$ cat config.mk
export PLATFORM = sky130hd
export DESIGN_NAME = lfsr_led_sequencer
export DESIGN_NICKNAME = d
export VERILOG_FILES = /design/src/rtl/lfsr_pkg.sv /design/src/rtl/btn_debounce.sv /design/src/rtl/lfsr_led_sequencer.sv
export SDC_FILE = /design/constraint.sdc
export NUM_CORES = 1
export LEC_CHECK = 0
export CAP_MARGIN = 20
export CORE_MARGIN = 3
export CORE_UTILIZATION = 48
export CTS_CLUSTER_DIAMETER = 40
export DETAILED_ROUTE_END_ITERATION = 12
export PLACE_DENSITY = 0.76
export SETUP_SLACK_MARGIN = 0.15
export SYNTH_ARGS = -nofsm -noshare
export SYNTH_HDL_FRONTEND = slang
export SYNTH_SLANG_ARGS = --single-unit
$ cat constraint.sdc
create_clock -name clk -period 2.15 [get_ports clk]
set_input_delay 0.3225 -clock clk [delete_from_list [all_inputs] [get_ports clk]]
set_output_delay 0.3225 -clock clk [all_outputs]
set_load 0.01 [all_outputs]
$ cat src/rtl/lfsr_pkg.sv
// Shared types and constants for the LFSR LED sequencer.
package lfsr_pkg;

  localparam int unsigned LFSR_W = 16;
  localparam logic [LFSR_W-1:0] SAFE_SEED_DEF = 16'h0001;

  typedef enum logic [1:0] {StIdle, StLoad, StRun, StPause} state_e;

endpackage

$ cat src/rtl/btn_debounce.sv
// Two-flop synchronizer plus stability counter; emits a one-clk pulse on an accepted press.
module btn_debounce #(
  parameter int unsigned DEBOUNCE_CYCLES = 65536
) (
  input  logic clk,
  input  logic rst_n,
  input  logic btn_i,
  output logic press_o
);

  localparam int unsigned CntW = $clog2(DEBOUNCE_CYCLES) + 1;
  localparam logic [CntW-1:0] CntMax = CntW'(DEBOUNCE_CYCLES - 1);

  logic [1:0]      sync_q, sync_d;
  logic [CntW-1:0] cnt_q, cnt_d;
  logic            level_q, level_d;
  logic            press_q, press_d;

  always_comb begin
    sync_d  = {sync_q[0], btn_i};
    cnt_d   = cnt_q;
    level_d = level_q;
    // Any sample matching the accepted level restarts the stability count.
    if (sync_q[1] == level_q) begin
      cnt_d = '0;
    end else if (cnt_q == CntMax) begin
      level_d = sync_q[1];
      cnt_d   = '0;
    end else begin
      cnt_d = cnt_q + CntW'(1);
    end
    press_d = level_d & ~level_q;
  end

  always_ff @(posedge clk or negedge rst_n) begin
    if (!rst_n) begin
      sync_q  <= '0;
      cnt_q   <= '0;
      level_q <= 1'b0;
      press_q <= 1'b0;
    end else begin
      sync_q  <= sync_d;
      cnt_q   <= cnt_d;
      level_q <= level_d;
      press_q <= press_d;
    end
  end

  assign press_o = press_q;

endmodule

$ cat src/rtl/lfsr_led_sequencer.sv
// Control FSM sequencing load/shift commands to an external 16-bit LFSR and mirroring it on LEDs.
module lfsr_led_sequencer
  import lfsr_pkg::*;
#(
  parameter int unsigned       DEBOUNCE_CYCLES = 65536,
  parameter int unsigned       RATE_DIV        = 1,
  parameter logic [LFSR_W-1:0] SAFE_SEED       = SAFE_SEED_DEF
) (
  input  logic              clk,
  input  logic              rst_n,
  input  logic              tick,
  input  logic              btn_run,
  input  logic              btn_step,
  input  logic              btn_load,
  input  logic [LFSR_W-1:0] seed_sw,
  input  logic [LFSR_W-1:0] lfsr_q,
  output logic              lfsr_load,
  output logic [LFSR_W-1:0] lfsr_seed,
  output logic              lfsr_shift,
  output logic [LFSR_W-1:0] led,
  output logic              running,
  output logic              lockup
);

  localparam int unsigned CntW = $clog2(RATE_DIV) + 1;
  localparam logic [CntW-1:0] CntMax = CntW'(RATE_DIV - 1);

  state_e            state_q, state_d;
  logic [CntW-1:0]   cnt_q, cnt_d;
  logic [LFSR_W-1:0] led_q, led_d, seed_q, seed_d;
  logic run_after_q, run_after_d, tick_pend_q, tick_pend_d;
  logic pend_load_q, pend_load_d, pend_run_q, pend_run_d, pend_step_q, pend_step_d;
  logic cap_pend_q, cap_pend_d, force_q, force_d;
  logic load_q, load_d, shift_q, shift_d, running_q, running_d, lockup_q, lockup_d;
  logic press_load, press_run, press_step;
  logic ev_load, ev_run, ev_step, ev_tick, busy, go_load, go_run_after;

  btn_debounce #(.DEBOUNCE_CYCLES(DEBOUNCE_CYCLES)) u_db_load (
    .clk(clk), .rst_n(rst_n), .btn_i(btn_load), .press_o(press_load)
  );
  btn_debounce #(.DEBOUNCE_CYCLES(DEBOUNCE_CYCLES)) u_db_run (
    .clk(clk), .rst_n(rst_n), .btn_i(btn_run), .press_o(press_run)
  );
  btn_debounce #(.DEBOUNCE_CYCLES(DEBOUNCE_CYCLES)) u_db_step (
    .clk(clk), .rst_n(rst_n), .btn_i(btn_step), .press_o(press_step)
  );

  // Events are held while a command or capture is in flight, then resolved by priority.
  assign ev_load = press_load | pend_load_q;
  assign ev_run  = press_run | pend_run_q;
  assign ev_step = press_step | pend_step_q;
  assign ev_tick = tick | tick_pend_q;
  assign busy    = load_q | shift_q | cap_pend_q;

  always_comb begin
    state_d      = state_q;
    run_after_d  = run_after_q;
    cnt_d        = cnt_q;
    tick_pend_d  = ev_tick;
    pend_load_d  = ev_load;
    pend_run_d   = ev_run;
    pend_step_d  = ev_step;
    cap_pend_d   = load_q | shift_q;
    force_d      = force_q;
    led_d        = led_q;
    seed_d       = seed_q;
    load_d       = 1'b0;
    shift_d      = 1'b0;
    lockup_d     = lockup_q;
    go_load      = 1'b0;
    go_run_after = 1'b0;

    if (cap_pend_q) begin
      led_d = lfsr_q;
      if (lfsr_q == '0) begin
        lockup_d = 1'b1;
        force_d  = 1'b1;
      end
    end

    if (state_q == StLoad) begin
      state_d     = run_after_q ? StRun : StPause;
      run_after_d = 1'b0;
    end else if (!busy) begin
      if (force_q) begin
        // Recovery load keeps RUN/PAUSE and leaves button events pending.
        force_d     = 1'b0;
        state_d     = StLoad;
        load_d      = 1'b1;
        seed_d      = SAFE_SEED;
        run_after_d = (state_q == StRun);
      end else begin
        pend_load_d = 1'b0;
        pend_run_d  = 1'b0;
        pend_step_d = 1'b0;
        tick_pend_d = 1'b0;
        unique case (state_q)
          StIdle: begin
            if (ev_load) begin
              go_load = 1'b1;
            end else if (ev_run) begin
              go_load      = 1'b1;
              go_run_after = 1'b1;
            end
          end
          StRun: begin
            if (ev_load) begin
              go_load      = 1'b1;
              go_run_after = 1'b1;
            end else if (ev_run) begin
              state_d = StPause;
            end else if (ev_tick && !ev_step) begin
              if (cnt_q == CntMax) begin
                shift_d = 1'b1;
                cnt_d   = '0;
              end else begin
                cnt_d = cnt_q + CntW'(1);
              end
            end
          end
          StPause: begin
            if (ev_load) begin
              go_load = 1'b1;
            end else if (ev_run) begin
              state_d = StRun;
            end else if (ev_step) begin
              shift_d = 1'b1;
            end
          end
          default: ;
        endcase
      end
    end

    if (go_load) begin
      state_d     = StLoad;
      load_d      = 1'b1;
      seed_d      = (seed_sw != '0) ? seed_sw : SAFE_SEED;
      lockup_d    = 1'b0;
      run_after_d = go_run_after;
    end

    running_d = (state_d == StRun);
  end

  always_ff @(posedge clk or negedge rst_n) begin
    if (!rst_n) begin
      state_q     <= StIdle;
      run_after_q <= 1'b0;
      cnt_q       <= '0;
      tick_pend_q <= 1'b0;
      pend_load_q <= 1'b0;
      pend_run_q  <= 1'b0;
      pend_step_q <= 1'b0;
      cap_pend_q  <= 1'b0;
      force_q     <= 1'b0;
      led_q       <= '0;
      seed_q      <= '0;
      load_q      <= 1'b0;
      shift_q     <= 1'b0;
      running_q   <= 1'b0;
      lockup_q    <= 1'b0;
    end else begin
      state_q     <= state_d;
      run_after_q <= run_after_d;
      cnt_q       <= cnt_d;
      tick_pend_q <= tick_pend_d;
      pend_load_q <= pend_load_d;
      pend_run_q  <= pend_run_d;
      pend_step_q <= pend_step_d;
      cap_pend_q  <= cap_pend_d;
      force_q     <= force_d;
      led_q       <= led_d;
      seed_q      <= seed_d;
      load_q      <= load_d;
      shift_q     <= shift_d;
      running_q   <= running_d;
      lockup_q    <= lockup_d;
    end
  end

  assign lfsr_load  = load_q;
  assign lfsr_seed  = seed_q;
  assign lfsr_shift = shift_q;
  assign led        = led_q;
  assign running    = running_q;
  assign lockup     = lockup_q;

endmodule

==> run summary, run 1 <==
Post-synth EDFFs: 0
CP max stage cell: or4_4
H-tree depth: 3
Via density: 5.26
Clock Sinks: 108
RSZ-0062 raised after global routing: true
DRC violations left: 0
Max Cap Violations: 0
Setup Skew: 0.00941 ns
Row Count: 35
total global routing overflow: 0
Total Nets Final: 533
Worst Path Arrival: 2.23 ns
Post-Syn Nets: 430
total track usage: 17.5%
Slew headroom: 60.4%
DRT antenna net count: 0
Cell Area, Synth: 4590 um^2
die area: 10800 um^2
PwrDens: 614 nW/um^2
Gate Count Post-Synth: 389
synthesized-area fraction occupied by ao, oa, aoi and oai cells: 8.16%
Final min period: 1.98 ns
largest family of logic cells by synthesized area: simple AND/OR/NAND/NOR gates
Multi-input gate area: 1850 um^2
sequential area share after synthesis: 58.9%
share of synthesized registers carrying an async set or reset: 100%
DIE WIDTH: 104 um
simple-gate area share of the yosys netlist: 17.4%
Worst-Skew Late Latency: 0.36 ns
Sequential Power Share: 57.2%
routed len/inst: 14.6 um
Die Y: 104 um
FILL cells: 742
initial antenna violation count: 0
CP endpoint kind: flop
core footprint: 9280 um^2
crit-path max cell delay: 0.47 ns
sequential cell area: 2700 um^2
post-route clock period utilization: 92.1%
Setup CP Type: reg2reg
Bufs and invs on worst path: 0
ant diodes: 0
Yosys warnings: 0
Final Max Tran Viols: 0
most common cell after layout, fill and taps aside: dfrtp_1
RD Place Congestion: 0.818
run status: complete, no violations
area share of fa/ha/maj cells after synthesis: 0.818%
f_max: 505 MHz
via count of the first global-routing pass: 3352
syn_area_per_cell: 11.8 um^2
internal power: 2.89 mW
area growth from synthesis to layout: 29.8%
final wirelength: 9130 um
#FFs+latches synth: 108
Clk pin slew, worst setup/hold paths: 0.10 ns
mux contribution to synthesized area: 5.18%
vias: 3280
CTS tree: built
DPL Wire Length: 6290 um
CTS Buffer Depth: 2
TritonRoute pass-1 iters: 4
clock group share of total power: 35.6%
fraction of layout instances using a drive strength above 1: 16.4%
DR iter-0 viols: 112
P_sw: 0.767 mW
dominant synthesized flop cell: dfrtp_1
CTS buffer count: 9
PortBufs: 73
logic gate share of total power: 7.2%
xor/xnor share of the synthesized area: 7.64%
worst-case vdd ir drop: 0.000377 V
Root Buffer: clkbuf_8
first-pass GRT wire length: 15600 um
final setup violation count: 0
Worst EP required: 2.40 ns
worst-margin pin slew: 0.593 ns
Ports: 74
Leak Pwr: 2.57 nW
switch share: 21.0%
pin count of the biggest net entering global routing: 43
Final Util: 64.1%
number of distinct library cells after synthesis: 51
Initial Util: 49.4%
endpoints failing hold: 0
delay-heaviest family, CP: simple AND/OR/NAND/NOR gates
Final TNS setup: 0 ns
Startpoint Class: flop
Hold Crit Class: reg2reg
worst path cell trace: ha_4 > nand3_4 > or4_4 > or3_4 > mux2_1
commonest non-fill, non-tap cells in the layout: dfrtp_1 (108), clkdlybuf4s50_1 (72), nor2_1 (53)
CP Max Fanout: 6
## Yosys cell counts, types with 4 or more instances
cell	instances	area, um^2
a21oi_1	5	25.0
or3_1	5	31.3
nor3_1	10	50.1
a22o_1	15	131
clkbuf_1	6	22.5
or4_1	4	30.0
nor2_1	53	199
nand3_1	15	75.1
inv_1	7	26.3
and3_1	4	25.0
mux2_2	16	180
nand2_1	13	48.8
xnor2_1	22	193
nand4_1	12	75.1
o21ai_0	4	20.0
buf_2	7	35.0
dfrtp_1	108	2700
xor2_1	18	158
nor4_1	14	87.6
## logic make-up (layout without fill, tap and decap cells)
family                     after synthesis  after routing
AOI/OAI and AO/OA                       45             45
xor gates and xnor gates                40             40
adders and majority gates                3              3
buffers and inverters                   21            127
DFF                                    108            108
muxes                                   21             21
and+or+nand+nor                        151            151
## power groups by stage
stage / combinational [mW] / sequential, mW / clock (mW)
after floorplan: 0.0578 / 2.13 / 0
final: 0.264 / 2.09 / 1.30
after global routing: 0.287 / 2.09 / 1.44
after CTS: 0.260 / 2.09 / 1.35
after global placement: 0.238 / 2.13 / 0
after detailed placement: 0.243 / 2.13 / 0
## through the flow
step                instance area [um^2]  total power, mW  hold slack (ns)  cells  setup slack, ns
finish                              5950             3.65            0.358    624            0.169
global route                        5950             3.82            0.375    624           0.0780
CTS                                 5840             3.70            0.360    613            0.155
detailed placement                  5570             2.37            0.305    593           0.0862
global placement                    5570             2.37            0.307    593            0.141
floorplan                           4600             2.19           0.0269    389            0.150
## layer usage
layer | track usage (%) | part of all wire (%) | vias up
met1 | 22.6 | 45 | 1599
met2 | 29.0 | 49 | 76
li1 | - | - | 1586
met4 | 5.41 | 1.8 | 0
met5 | 0 | 0 | -
met3 | 4.67 | 4.2 | 19
## flip-flops by register name, indices dropped and copies added (netlist names), 2 cells and up
register / cells
u_db_load.cnt_q: 17
u_db_step.sync_q: 2
state_q: 2
u_db_step.cnt_q: 17
u_db_run.cnt_q: 17
led: 16
u_db_run.sync_q: 2
u_db_load.sync_q: 2
lfsr_seed: 16
## final timing paths
check                                               from                       endpoint  cells past startpoint  slack (ns)
max in group asynchronous                          rst_n     u_db_run.level_q$_DFF_PN0_                      3        1.13
max                         u_db_load.cnt_q[0]$_DFF_PN0_    u_db_load.level_q$_DFF_PN0_                      5        0.17
min in group asynchronous                          rst_n            led[11]$_DFFE_PN0P_                      2        0.45
min                        u_db_step.sync_q[0]$_DFF_PN0_  u_db_step.sync_q[1]$_DFF_PN0_                      0        0.36
max reg2reg                 u_db_load.cnt_q[0]$_DFF_PN0_    u_db_load.level_q$_DFF_PN0_                      5        0.17
min reg2reg                u_db_step.sync_q[0]$_DFF_PN0_  u_db_step.sync_q[1]$_DFF_PN0_                      0        0.36
## area by class of cell
class	instances	share of cell area (%)
inverter	8	0.505
multi-input combinational	260	31.1
clock inverter	4	1.26
timing repair buffer	105	16.7
tap	129	2.71
sequential	108	45.4
clock buffer	10	2.31
## what timing repair did
item | 4_1_cts | 5_1_grt
setup buffers | 5 | 11
hold buffers | 1 | 0
setup endpoints to repair | 3 | 30
endpoints found under the hold margin | 31 | 0
pin swaps | 0 | 1
gates resized for setup | 1 | 6
gates cloned | 0 | 0
Note: power is estimated with default switching activity, not from simulation.
==> inputs of run 2 (changes only) <==
- CORE_UTILIZATION: 48 -> 35
- PLACE_DENSITY: 0.76 -> not set
==> run 2 against run 1 <==
Compared with the run above: non-clock buffer count decreased by 11; first-iteration DRC count is 14% higher; global-route usage is 4.7 points lower; register-to-register slack about the same; critical endpoint unchanged; die area grew 35%; sequential cell count stayed put; routed wire length decreased by 3.1%; largest cell class unchanged; core utilization decreased by 17 points.
==> run summary, run 2 (synthesized netlist as in run 1, its figures left out) <==
first-pass GRT wire length: 15300 um (was 15600 um)
Row Count: 41 (was 35)
H-tree depth: 3 (unchanged)
Worst-Skew Late Latency: 0.34 ns (was 0.36 ns)
switch share: 21.2% (was 21.0%)
Startpoint Class: flop (unchanged)
f_max: 507 MHz (was 505 MHz)
fraction of layout instances using a drive strength above 1: 15.4% (was 16.4%)
Via density: 4.90 (was 5.26)
pin count of the biggest net entering global routing: 46 (was 43)
CTS buffer count: 9 (unchanged)
final setup violation count: 0 (unchanged)
DR iter-0 viols: 128 (was 112)
Die Y: 120 um (was 104 um)
CTS Buffer Depth: 2 (unchanged)
Max Cap Violations: 0 (unchanged)
Hold Crit Class: reg2reg (unchanged)
run status: complete, no violations (unchanged)
clock group share of total power: 41.2% (was 35.6%)
commonest non-fill, non-tap cells in the layout: dfrtp_1 (106), clkdlybuf4s50_1 (72), nor2_1 (53) (was dfrtp_1 (108), clkdlybuf4s50_1 (72), nor2_1 (53))
worst-margin pin slew: 0.443 ns (was 0.593 ns)
Clock Sinks: 108 (unchanged)
die area: 14500 um^2 (was 10800 um^2)
CTS tree: built (unchanged)
Setup CP Type: reg2reg (unchanged)
DPL Wire Length: 6470 um (was 6290 um)
DRC violations left: 0 (unchanged)
PwrDens: 663 nW/um^2 (was 614 nW/um^2)
logic gate share of total power: 6.2% (was 7.2%)
RD Place Congestion: 0.786 (was 0.818)
core footprint: 12700 um^2 (was 9280 um^2)
Slew headroom: 70.2% (was 60.4%)
Worst Path Arrival: 2.19 ns (was 2.23 ns)
Setup Skew: 0.00326 ns (was 0.00941 ns)
CP endpoint kind: flop (unchanged)
Worst EP required: 2.37 ns (was 2.40 ns)
P_sw: 0.845 mW (was 0.767 mW)
Top Registers: u_db_load.cnt_q x17, u_db_run.cnt_q x17, u_db_step.cnt_q x17 (unchanged)
vias: 3227 (was 3280)
total track usage: 12.8% (was 17.5%)
Root Buffer: clkbuf_16 (was clkbuf_8)
Final TNS setup: 0 ns (unchanged)
Leak Pwr: 2.55 nW (was 2.57 nW)
DRT antenna net count: 0 (unchanged)
final wirelength: 8850 um (was 9130 um)
Final Instance Area: 6000 um^2 (was 5950 um^2)
area growth from synthesis to layout: 30.8% (was 29.8%)
Final min period: 1.97 ns (was 1.98 ns)
Sequential Power Share: 52.6% (was 57.2%)
CP Max Fanout: 4 (was 6)
post-route clock period utilization: 91.7% (was 92.1%)
PortBufs: 73 (unchanged)
via count of the first global-routing pass: 3348 (was 3352)
total global routing overflow: 0 (unchanged)
Ports: 74 (unchanged)
Total Nets Final: 522 (was 533)
internal power: 3.13 mW (was 2.89 mW)
Final Max Tran Viols: 0 (unchanged)
Area after DPL: 5630 um^2 (was 5570 um^2)
most common cell after layout, fill and taps aside: dfrtp_1 (unchanged)
ant diodes: 0 (unchanged)
endpoints failing hold: 0 (unchanged)
routed len/inst: 13.4 um (was 14.6 um)
Clk pin slew, worst setup/hold paths: 0.07 ns (was 0.10 ns)
Initial Util: 36.1% (was 49.4%)
TritonRoute pass-1 iters: 4 (unchanged)
initial antenna violation count: 0 (unchanged)
DIE WIDTH: 120 um (was 104 um)
RSZ-0062 raised after global routing: true (unchanged)
worst-case vdd ir drop: 0.000374 V (was 0.000377 V)
[run 2: changes by cell type in the layout (fill, tap and decap cells not counted), moves of 2 or more]
cell / previous run / this run
buf_4: 30 / 19
clkbuf_16: 0 / 9
clkbuf_8: 10 / 1
clkinv_2: 0 / 2
dfrtp_1: 108 / 106
dfrtp_2: 0 / 2
[run 2: path summary, 6_finish.rpt]
path	from	endpoint	slack, ns	cells after the start
max	u_db_load.cnt_q[0]$_DFF_PN0_	u_db_load.level_q$_DFF_PN0_	0.18	5
min	u_db_step.sync_q[0]$_DFF_PN0_	u_db_step.sync_q[1]$_DFF_PN0_	0.35	0
max reg2reg	u_db_load.cnt_q[0]$_DFF_PN0_	u_db_load.level_q$_DFF_PN0_	0.18	5
min reg2reg	u_db_step.sync_q[0]$_DFF_PN0_	u_db_step.sync_q[1]$_DFF_PN0_	0.35	0
max in group asynchronous	rst_n	u_db_step.cnt_q[6]$_DFF_PN0_	0.99	3
min in group asynchronous	rst_n	u_db_run.cnt_q[8]$_DFF_PN0_	0.46	2
[run 2: layout make-up]
cell class                      instances  area, um^2
Clock buffer                           10         239
Sequential cell                       108        2710
Fill cell                            1199        6720
Inverter                                8        30.0
Timing Repair Buffer                   94         905
Clock inverter                          6        63.8
Multi-Input combinational cell        260        1840
Tap cell                              172         215
[run 2: layer usage]
layer,vias up,global-route usage (%),share of wire (%)
li1,1575,-,-
met1,1579,16.6,47
met2,64,20.7,46
met3,9,2.57,5.1
met4,0,5.52,1.6
met5,-,0,0
[run 2: power groups by stage]
stage	clock (mW)	combinational, mW	sequential (mW)
floorplan	0	0.0578	2.13
CTS	1.70	0.250	2.09
global placement	0	0.242	2.13
finish	1.64	0.247	2.09
global route	1.78	0.275	2.09
detailed placement	0	0.244	2.13
[run 2: stage by stage]
step	utilization (%)	std cells	hold WS, ns	setup slack [ns]	power (mW)
floorplan	-	389	0.0269	0.150	2.19
global placement	44.2	638	0.287	0.162	2.37
detailed placement	44.2	638	0.289	0.150	2.37
CTS	46.8	656	0.351	0.159	4.04
global route	47.2	658	0.359	0.133	4.15
finish	47.2	658	0.350	0.178	3.98
[run 2: timing repair]
action,CTS,global route
hold buffers,1,0
endpoints found under the setup margin,11,29
endpoints found under the hold margin,28,0
setup buffers,1,2
gates resized for setup,1,9
[run 2: critical path, stage by stage, from the launching register on]
cell and delay [ns]:
dfrtp_1 0.39, ha_2 0.21, nand3_2 0.08, or4_4 0.46, or3_4 0.40, mux2_1 0.32
==> inputs of run 3 (changes only) <==
- CTS_CLUSTER_SIZE: not set -> 30
==> results of run 3 <==
The final DEF is identical to that of run 2; final timing and power are the same.
